File: src/rtl/fwd_hazard_unit_pkg.sv
// Shared encodings for the EX-stage hazard block: operand mux selects and scoreboard states.
package fwd_pkg;

  localparam logic [1:0] FWD_REG   = 2'b00;
  localparam logic [1:0] FWD_MEMWB = 2'b01;
  localparam logic [1:0] FWD_EXMEM = 2'b10;

  typedef enum logic {
    IDLE = 1'b0,
    BUSY = 1'b1
  } state_t;

endpackage

File: src/rtl/fwd_hazard_unit_sel_lane.sv
// One operand's forwarding select: EX/MEM beats MEM/WB, register x0 never forwards.
module fwd_sel_lane
  import fwd_pkg::*;
#(
  parameter int REG_AW = 5
) (
  input  logic [REG_AW-1:0] src,
  input  logic [REG_AW-1:0] ex_mem_rd,
  input  logic              ex_mem_regwrite,
  input  logic [REG_AW-1:0] mem_wb_rd,
  input  logic              mem_wb_regwrite,
  output logic [1:0]        sel
);

  logic exmem_hit;
  logic memwb_hit;

  assign exmem_hit = ex_mem_regwrite && (ex_mem_rd != '0) && (ex_mem_rd == src);
  assign memwb_hit = mem_wb_regwrite && (mem_wb_rd != '0) && (mem_wb_rd == src);

  always_comb begin
    sel = FWD_REG;
    if (exmem_hit) begin
      sel = FWD_EXMEM;
    end else if (memwb_hit) begin
      sel = FWD_MEMWB;
    end
  end

endmodule

File: src/rtl/fwd_hazard_unit.sv
// EX-stage hazard unit: operand forwarding, load-use stall and a single-entry multiplier scoreboard.
module fwd_hazard_unit
  import fwd_pkg::*;
#(
  parameter int REG_AW  = 5,
  parameter int NUM_SRC = 2,
  parameter int MUL_LAT = 4
) (
  input  logic                      clk,
  input  logic                      rst_n,
  input  logic [NUM_SRC*REG_AW-1:0] id_src,
  input  logic [NUM_SRC*REG_AW-1:0] ex_src,
  input  logic [REG_AW-1:0]         id_ex_rd,
  input  logic                      id_ex_memread,
  input  logic [REG_AW-1:0]         ex_mem_rd,
  input  logic                      ex_mem_regwrite,
  input  logic [REG_AW-1:0]         mem_wb_rd,
  input  logic                      mem_wb_regwrite,
  input  logic                      mul_start,
  input  logic [REG_AW-1:0]         mul_rd,
  output logic [NUM_SRC*2-1:0]      fwd_sel,
  output logic                      stall,
  output logic                      flush_ex,
  output logic                      mul_busy,
  output logic                      mul_done
);

  localparam int CNT_W = $clog2(MUL_LAT);
  localparam logic [CNT_W-1:0] CNT_LOAD = CNT_W'(MUL_LAT - 1);
  localparam logic [CNT_W-1:0] CNT_ONE  = CNT_W'(1);

  state_t            state;
  logic [CNT_W-1:0]  cnt;
  logic [REG_AW-1:0] mul_rd_q;

  logic lu_hz;
  logic raw_hz;
  logic struct_hz;
  logic accept;

  for (genvar i = 0; i < NUM_SRC; i++) begin : g_lane
    fwd_sel_lane #(
      .REG_AW (REG_AW)
    ) u_lane (
      .src             (ex_src[i*REG_AW +: REG_AW]),
      .ex_mem_rd       (ex_mem_rd),
      .ex_mem_regwrite (ex_mem_regwrite),
      .mem_wb_rd       (mem_wb_rd),
      .mem_wb_regwrite (mem_wb_regwrite),
      .sel             (fwd_sel[i*2 +: 2])
    );
  end

  // Both hazards compare the same ID sources, just against different producers.
  always_comb begin
    lu_hz  = 1'b0;
    raw_hz = 1'b0;
    for (int i = 0; i < NUM_SRC; i++) begin
      if (id_ex_memread && (id_ex_rd != '0) && (id_ex_rd == id_src[i*REG_AW +: REG_AW])) begin
        lu_hz = 1'b1;
      end
      if (mul_busy && (mul_rd_q != '0) && (mul_rd_q == id_src[i*REG_AW +: REG_AW])) begin
        raw_hz = 1'b1;
      end
    end
  end

  assign mul_busy  = (state == BUSY);
  assign struct_hz = mul_busy && mul_start;
  assign stall     = lu_hz | raw_hz | struct_hz;
  assign flush_ex  = stall;
  assign accept    = mul_start && !stall;

  // mul_done is raised on the edge leaving cnt==1 so it lands on the final BUSY cycle.
  always_ff @(posedge clk or negedge rst_n) begin
    if (!rst_n) begin
      state    <= IDLE;
      cnt      <= '0;
      mul_rd_q <= '0;
      mul_done <= 1'b0;
    end else begin
      mul_done <= 1'b0;
      case (state)
        IDLE: begin
          if (accept) begin
            state    <= BUSY;
            mul_rd_q <= mul_rd;
            cnt      <= CNT_LOAD;
          end
        end
        BUSY: begin
          if (cnt == CNT_ONE) begin
            mul_done <= 1'b1;
          end
          if (cnt == '0) begin
            state <= IDLE;
          end else begin
            cnt <= cnt - CNT_ONE;
          end
        end
        default: state <= IDLE;
      endcase
    end
  end

endmodule

File: config.mk
export PLATFORM = sky130hd
export DESIGN_NAME = fwd_hazard_unit
export DESIGN_NICKNAME = d
export VERILOG_FILES = /design/src/rtl/fwd_hazard_unit_pkg.sv /design/src/rtl/fwd_hazard_unit_sel_lane.sv /design/src/rtl/fwd_hazard_unit.sv
export SDC_FILE = /design/constraint.sdc
export NUM_CORES = 1
export LEC_CHECK = 0
export CORE_ASPECT_RATIO = 1.25
export CORE_MARGIN = 2
export CORE_UTILIZATION = 45
export CTS_BUF_LIST = sky130_fd_sc_hd__clkbuf_16
export DETAILED_ROUTE_END_ITERATION = 10
export DONT_BUFFER_PORTS = 1
export GPL_ROUTABILITY_DRIVEN = 1
export PLACE_DENSITY = 0.64
export SYNTH_ARGS = -nofsm -noshare
export SYNTH_HDL_FRONTEND = slang
export SYNTH_SLANG_ARGS = --single-unit
File: constraint.sdc
create_clock -name clk -period 2.2 [get_ports clk]
set_input_delay 0.22 -clock clk [delete_from_list [all_inputs] [get_ports clk]]
set_output_delay 0.22 -clock clk [all_outputs]
set_load 0.02 [all_outputs]
; Yosys cells after proc, flatten, opt, wreduce, memory -nomap -nowiden
; Cells that the tools add are included.
; Widths: inputs -> output; s select.
[totals]
out_inout_bits = 8
elab_cells = 57
regBits = 9
[classes]
bitwise_logic = 3
n_reduce_logical = 22
n_addsub = 1
n_eq_ne = 11
n_mux = 16
[ops]
columns = cell, count
row1 = $eq 5x5->1, 8
row2 = $reduce_bool 5->1, 4
row3 = $logic_and 1x1->1, 14
row4 = $mux 1, 10
row5 = $mux 2, 4
row6 = $ne 2x2->1 const B, 2
row7 = $pmux 2 s2, 1
row8 = $reduce_and 2->1, 2
row9 = $eq 2x1->1 const B, 1
row10 = $logic_not 2->1, 1
row11 = $or 1x1->1, 2
row12 = $pmux 1 s2, 1
row13 = $sub 2x1->2 const B, 1
row14 = $logic_not 1->1, 1
row15 = $not 1->1, 1

; Longest topological paths before layout
; Gate-level depths: netlist of the first run.
[depth]
ltp_word = 11
ltp_mapped = 6

; Cells and area by module
; From an unflattened synthesis of the first run, not the netlist that was laid out.
[hier_totals]
hier_cells = 107
hier_area_um2 = 1004.7
[by_module_without_submodules]
columns = mod, area_per_inst_um2, n_inst, seq_area_each_um2, cells_each
row1 = fwd_hazard_unit, 686.9, 1, 225.2, 65
row2 = fwd_sel_lane, 158.9, 2, 0.0, 21

; Least setup slack after synthesis of the first run
; No wires, ideal clock.
[synth_path]
kind = in2out
startpoint = input port ex_mem_rd[0]
endpoint = output port fwd_sel[0]
stages = 4
arrival_ns = 1.743
setup_slack_ns = 0.237
t_required_ns = 1.980
n_path_buf = 0
cell_sequence = or4_1 o21ai_0 nor4_1 nor4_1
[synth_via]
elab_chain_len = 4
[synth_rtl]
columns = item, line
row1 = "start, declared", fwd_hazard_unit.sv:15  ; input logic [REG_AW-1:0] ex_mem_rd,
row2 = $reduce_bool 5->1, fwd_hazard_unit_sel_lane.sv:18  ; assign exmem_hit = ex_mem_regwrite && (ex_mem_rd != '0) && (ex_mem_rd == src);
row3 = $logic_and 1x1->1, fwd_hazard_unit_sel_lane.sv:18
row4 = $logic_and 1x1->1 (*), fwd_hazard_unit_sel_lane.sv:18
row5 = net g_lane[0].u_lane.exmem_hit, fwd_hazard_unit_sel_lane.sv:15  ; logic exmem_hit;
row6 = $mux 2 (*), fwd_hazard_unit_sel_lane.sv:23  ; if (exmem_hit) begin
row7 = "end, declared", fwd_hazard_unit.sv:21  ; output logic [NUM_SRC*2-1:0] fwd_sel,
; The timed path passes the listed nets; every way through them passes the cells marked *.

; Worst setup path after layout of the first run
[layout_path]
startpoint = input port ex_mem_rd[4]
endpoint = output port fwd_sel[2]
[layout_via]
elab_chain_len = 4
[layout_rtl]
columns = item, line
row1 = $reduce_bool 5->1, fwd_hazard_unit_sel_lane.sv:18
row2 = $logic_and 1x1->1, fwd_hazard_unit_sel_lane.sv:18
row3 = $logic_and 1x1->1 (*), fwd_hazard_unit_sel_lane.sv:18
row4 = $mux 2 (*), fwd_hazard_unit_sel_lane.sv:23
; Mark *: on every way between the ends. The rest lies on a longest branch, timed or not.

==> results of run 1 <==
-- power by group --
| part | internal (W) | switching [W] |
|---|---|---|
| Sequential | 0.000251 | 0.000121 |
| Clock | 0.000237 | 0.0000728 |
| Combinational | 0.000246 | 0.000184 |
| Total | 0.000734 | 0.000377 |
-- cells in the mapped netlist --
master,number
xnor2_1,14
or4_4,1
o21ai_4,1
nor4_1,4
o211ai_4,1
xor2_1,26
o21ai_0,2
inv_1,3
or4_1,4
nor2_1,4
a21oi_1,2
nand2b_1,1
nand2_1,4
and2_1,2
nand3_1,4
ha_1,2
o32ai_1,1
mux2_4,5
buf_4,3
o211ai_1,1
nor3_1,3
o22ai_1,1
a22oi_2,1
dfrtp_1,9
-- repair_timing --
action / CTS / global route
hold buffers: 1 / 0
endpoints found under the hold margin: 9 / 0
gates resized for setup: 0 / 0
-- state kept, by name, summed over array words and instances, names as in the netlist --
register  cells
cnt           2
mul_busy      1
mul_rd_q      5
mul_done      1
-- worst paths after layout --
check                           depth (start not counted)     endpoint  slack, ns    startpoint
worst max-delay path                                    5   fwd_sel[2]       0.29  ex_mem_rd[4]
min in group asynchronous                               1  mul_rd_q[3]       0.35         rst_n
worst max register to register                          3  mul_rd_q[0]       0.93      mul_busy
worst min-delay path                                    1  mul_rd_q[4]       0.14     mul_rd[4]
max in group asynchronous                               1  mul_rd_q[2]       1.56         rst_n
worst min register to register                          2       cnt[1]       0.52        cnt[1]
-- routing by layer --
| layer | vias to the layer above | wire length [um] | global-route usage [%] |
|---|---|---|---|
| met5 | - | 0 | 0 |
| met1 | 315 | 716 | 16.46 |
| met4 | 0 | 0 | 6.303 |
| met2 | 33 | 1073 | 31.02 |
| li1 | 350 | - | - |
| met3 | 0 | 210 | 3.268 |
-- cells by family after synthesis --
family,Yosys count,share of synthesized area [%]
AND/OR/NAND/NOR,27,15.77
buffers and inverters,6,3.548
AO/OA/AOI/OAI,10,9.725
adder cells (fa/ha/maj),2,2.628
XOR/XNOR,40,36.79
multiplexers,5,7.884
flip-flops,9,23.65
-- metrics by stage --
stage | cell area (um^2) | cells | setup slack [ns] | power, W | hold slack (ns)
floorplan | 952.2 | 99 | 0.2365 | 0.0007308 | -0.07559
detailed placement | 977.2 | 119 | 0.2905 | 0.0008020 | -0.07538
finish | 1066 | 124 | 0.2887 | 0.001111 | 0.1368
global route | 1066 | 124 | 0.1388 | 0.001203 | 0.1291
CTS | 1066 | 124 | 0.2905 | 0.001129 | 0.1316
global placement | 977.2 | 119 | 0.3387 | 0.0007838 | -0.07542
-- area by class of cell --
type                    count  area, um^2  share of cell area (%)
clock buffers               3       75.07                   7.042
clock inverters             1       3.754                  0.3521
inverters                   3       11.26                   1.056
multi-input cells          84       693.2                   65.02
flip-flops and latches      9       225.2                   21.13
well taps                  20       25.02                   2.347
repair buffers              4       32.53                   3.052
==> impl_metrics.json, run 1 <==
{
  "ioPinCount": 54,
  "crit_buf_inv": 1,
  "grt_pass1_vias": 778,
  "dieArea_um2": 2502,
  "final_nets": 153,
  "num_antenna_cells": 0,
  "synth_top_area_cell": "xor2_1",
  "slowest_stage": "nor4_1",
  "htreeDepth": 1,
  "rsz0062_at_grt": "no",
  "ant_nets": 0,
  "seq_area_frac_synth_pct": 23.65,
  "p_leak_nw": 0.4489,
  "synth_nets": 147,
  "period_share_pct": 86.88,
  "synthCells": 99,
  "slew_headroom_pct": 32.03,
  "hold_violations": 0,
  "drc": 0,
  "fin_setup_tns_ns": 0,
  "hpwlAfterDp_mm": 1.695,
  "drt-wirelength-per-cell_um": 16.13,
  "power_density_nw_per_um2": 1042,
  "crit_family": "simple AND/OR/NAND/NOR gates",
  "initial_core_util_pct": 48.04,
  "drt-initial-drc-count": 8,
  "cp_max_fo": 3,
  "maxCapViolCount": 0,
  "core_um2": 1982,
  "numCtsBuffers": 3,
  "clock_latency_ns": 0.23,
  "clock-sinks": 9,
  "syn-cell-area_um2": 952.2,
  "fmax_mhz": 523.2,
  "cpPeakStageDelay_ns": 0.84,
  "vias": 698,
  "cts-root-buf": "clkbuf_16",
  "min_period_ns": 1.911,
  "wirelength_mm": 2.000,
  "antenna_found_initial": 0,
  "critical_path_arrival_ns": 1.69,
  "cts_tree": "yes",
  "cp.required_ns": 1.98,
  "port_buffers": 0,
  "ys_seq_elements": 9,
  "worst_pin_slew_ns": 1.010,
  "post-cts-setup-buffers": 0,
  "place_congestion": 0.7914,
  "grt_pass1_wl_mm": 3.105,
  "nFillCells": 198,
  "synthTopCellsByArea": "xor2_1 (24%), dfrtp_1 (24%), xnor2_1 (13%), mux2_4 (7.9%), or4_1 (3.2%)",
  "synth_top_area_share_pct": 23.92,
  "die_y_um": 55.43,
  "firstDrtPassIters": 4,
  "clockBufferDepth": 2,
  "clk_pin_slew_ns": 0.04,
  "fin_util_pct": 53.79,
  "area_growth_syn_to_layout_pct": 11.96,
  "crit_top_cell": "nor4_1",
  "ir_drop_mv": 0.6936,
  "grt_max_degree": 10,
  "yosysWarnings": 0,
  "status": "completed",
  "startpoint_type": "input port",
  "min_path_type": "in2reg",
  "grt_use_total_pct": 16.48,
  "final_common_cell": "xor2_1",
  "worstSetupEndpointType": "output pin",
  "layout-drive-gt1-share_pct": 14.42,
  "overflow": 0,
  "synth_cell_types": 24,
  "layout_common_cells": "xor2_1 (26), xnor2_1 (14), dfrtp_1 (9)",
  "viasPerCell": 5.629,
  "worst_clock_skew_ns": 0.001556,
  "row_count": 18,
  "worstSetupPathType": "in2out",
  "die_x_um": 45.14,
  "drv_slew": 0,
  "path_cells": "xnor2_1, nand3_1, nor4_1, nor4_1, buf_4",
  "avgSynthCellArea_um2": 9.618,
  "setup_viol": 0
}
Note: power is estimated with default switching activity, not from simulation.
==> inputs of run 2 (changes only) <==
==> constraint.sdc (replaced) <==
create_clock -name clk -period 2.2 [get_ports clk]
set_input_delay 0.33 -clock clk [delete_from_list [all_inputs] [get_ports clk]]
set_output_delay 0.33 -clock clk [all_outputs]
set_load 0.02 [all_outputs]
==> run 2 against run 1 <==
Register-to-register slack about the same. Worst setup slack worse by 0.12 ns. Clock power up 2%. Via count up 1.3%. Sequential share of layout area down 0.32 points. Worst hold slack better by 0.11 ns. Cell area up 1.5%. Clock-buffer cell count unchanged. Global-route usage up 0.86 points. Sequential power about the same.
==> impl_metrics.json, run 2 (same netlist as run 1, synthesis figures left out) <==
{
  "die_y_um": 55.43,
  "cp.required_ns": 1.87,
  "hold_path.startpoint": "mul_rd[1]",
  "cts_tree": "yes",
  "grt_pass1_wl_mm": 3.243,
  "dieArea_um2": 2502,
  "drv_slew": 0,
  "setup_viol": 0,
  "regMostFlops": "mul_rd_q",
  "maxCapViolCount": 0,
  "ant_nets": 0,
  "post-cts-setup-buffers": 0,
  "startpoint_type": "input port",
  "die_x_um": 45.14,
  "clock_latency_ns": 0.23,
  "clockBufferDepth": 2,
  "wirelength_mm": 2.049,
  "slew_headroom_pct": 73.44,
  "core_um2": 1982,
  "clock-sinks": 9,
  "place_congestion": 0.7949,
  "rsz0062_at_grt": "no",
  "htreeDepth": 1,
  "fin_setup_tns_ns": 0,
  "min_path_type": "in2reg",
  "hpwlAfterDp_mm": 1.737,
  "fin_util_pct": 54.61,
  "ctsResizeCount": 0,
  "antenna_found_initial": 0,
  "num_antenna_cells": 0,
  "firstDrtPassIters": 4,
  "largest_register_ffs": 5,
  "worst_clock_skew_ns": 0.0006380,
  "min_period_ns": 2.028,
  "layout_common_cells": "xor2_1 (26), xnor2_1 (14), dfrtp_1 (9)",
  "period_share_pct": 92.19,
  "layout-drive-gt1-share_pct": 16.98,
  "r2r_start": "mul_busy",
  "clk_pin_slew_ns": 0.04,
  "timing.hold.ws_ns": 0.2436,
  "reg2reg_slack_ns": 0.93,
  "p_leak_nw": 0.4583,
  "row_count": 18,
  "cts_hold_buffers": 1,
  "cp_max_fo": 3,
  "worstSetupEndpointType": "output pin",
  "initial_core_util_pct": 48.04,
  "r2r_end": "mul_rd_q[0]",
  "power_density_nw_per_um2": 1034,
  "cp-startpoint": "ex_mem_rd[0]",
  "fmax_mhz": 493.1,
  "ir_drop_mv": 1.008,
  "area_growth_syn_to_layout_pct": 13.67,
  "overflow": 0,
  "viasPerCell": 5.611,
  "drc": 0,
  "worstSetupPathType": "in2out",
  "r2r.worst_path.cells": 3,
  "vias": 707,
  "grt_max_degree": 10,
  "drt-initial-drc-count": 5,
  "grt_pass1_vias": 753,
  "hold-path-cell-count": 1,
  "critical_path_arrival_ns": 1.70,
  "port_buffers": 0,
  "ioPinCount": 54,
  "final_common_cell": "xor2_1",
  "status": "completed",
  "grt_use_total_pct": 17.34,
  "min_to": "mul_rd_q[1]",
  "hold_violations": 0,
  "final_nets": 155,
  "drt-wirelength-per-cell_um": 16.26,
  "worst_pin_slew_ns": 0.3971,
  "numCtsBuffers": 3,
  "reg_top3": "mul_rd_q: 5 flops, cnt: 2 flops",
  "cts-root-buf": "clkbuf_16"
}
-- run 2: where the power goes --
part	total, W	internal (W)	switching (W)
logic	0.000432	0.000247	0.000186
clock network	0.000316	0.000239	0.0000771
registers	0.000370	0.000251	0.000119
-- run 2: worst max path at each step --
stage | slack, ns | endpoint | cells past startpoint
6_report | 0.17 | fwd_sel[0] | 5
3_3_place_gp | 0.25 | fwd_sel[0] | 5
3_5_place_dp | 0.18 | fwd_sel[2] | 5
4_1_cts | 0.19 | fwd_sel[2] | 5
5_1_grt | 0.05 | flush_ex | 6
2_1_floorplan | 0.02 | fwd_sel[0] | 4
-- run 2: metrics by stage --
stage	instance area [um^2]	setup WS [ns]	std cells	power [W]
final	1082	0.1719	126	0.001119
after global routing	1082	0.05352	126	0.001204
after CTS	1082	0.1918	126	0.001130
after detailed placement	992.2	0.1823	121	0.0007985
after floorplan	952.2	0.01655	99	0.0007308
after global placement	992.2	0.2458	121	0.0007870
-- run 2: cell type report --
class	count	area [um^2]
Sequential cell	9	225.2
Clock inverter	1	5.005
Tap cell	20	25.02
Fill cell	185	899.6
Clock buffer	3	75.07
Timing Repair Buffer	6	47.55
Inverter	3	11.26
Multi-Input combinational cell	84	693.2
-- run 2: layer usage --
| layer | vias to the layer above | routed length [um] | GRT usage [%] |
|---|---|---|---|
| met5 | - | 0 | 0 |
| met4 | 0 | 15 | 8.403 |
| met3 | 2 | 188 | 4.248 |
| met2 | 30 | 1075 | 28.98 |
| met1 | 320 | 769 | 19.63 |
| li1 | 355 | - | - |
-- run 2: worst max-delay path, cell delays in order --
cell and delay, ns:
or4_1 0.49, o21ai_0 0.24, nor4_1 0.12, nor4_1 0.32, buf_4 0.20
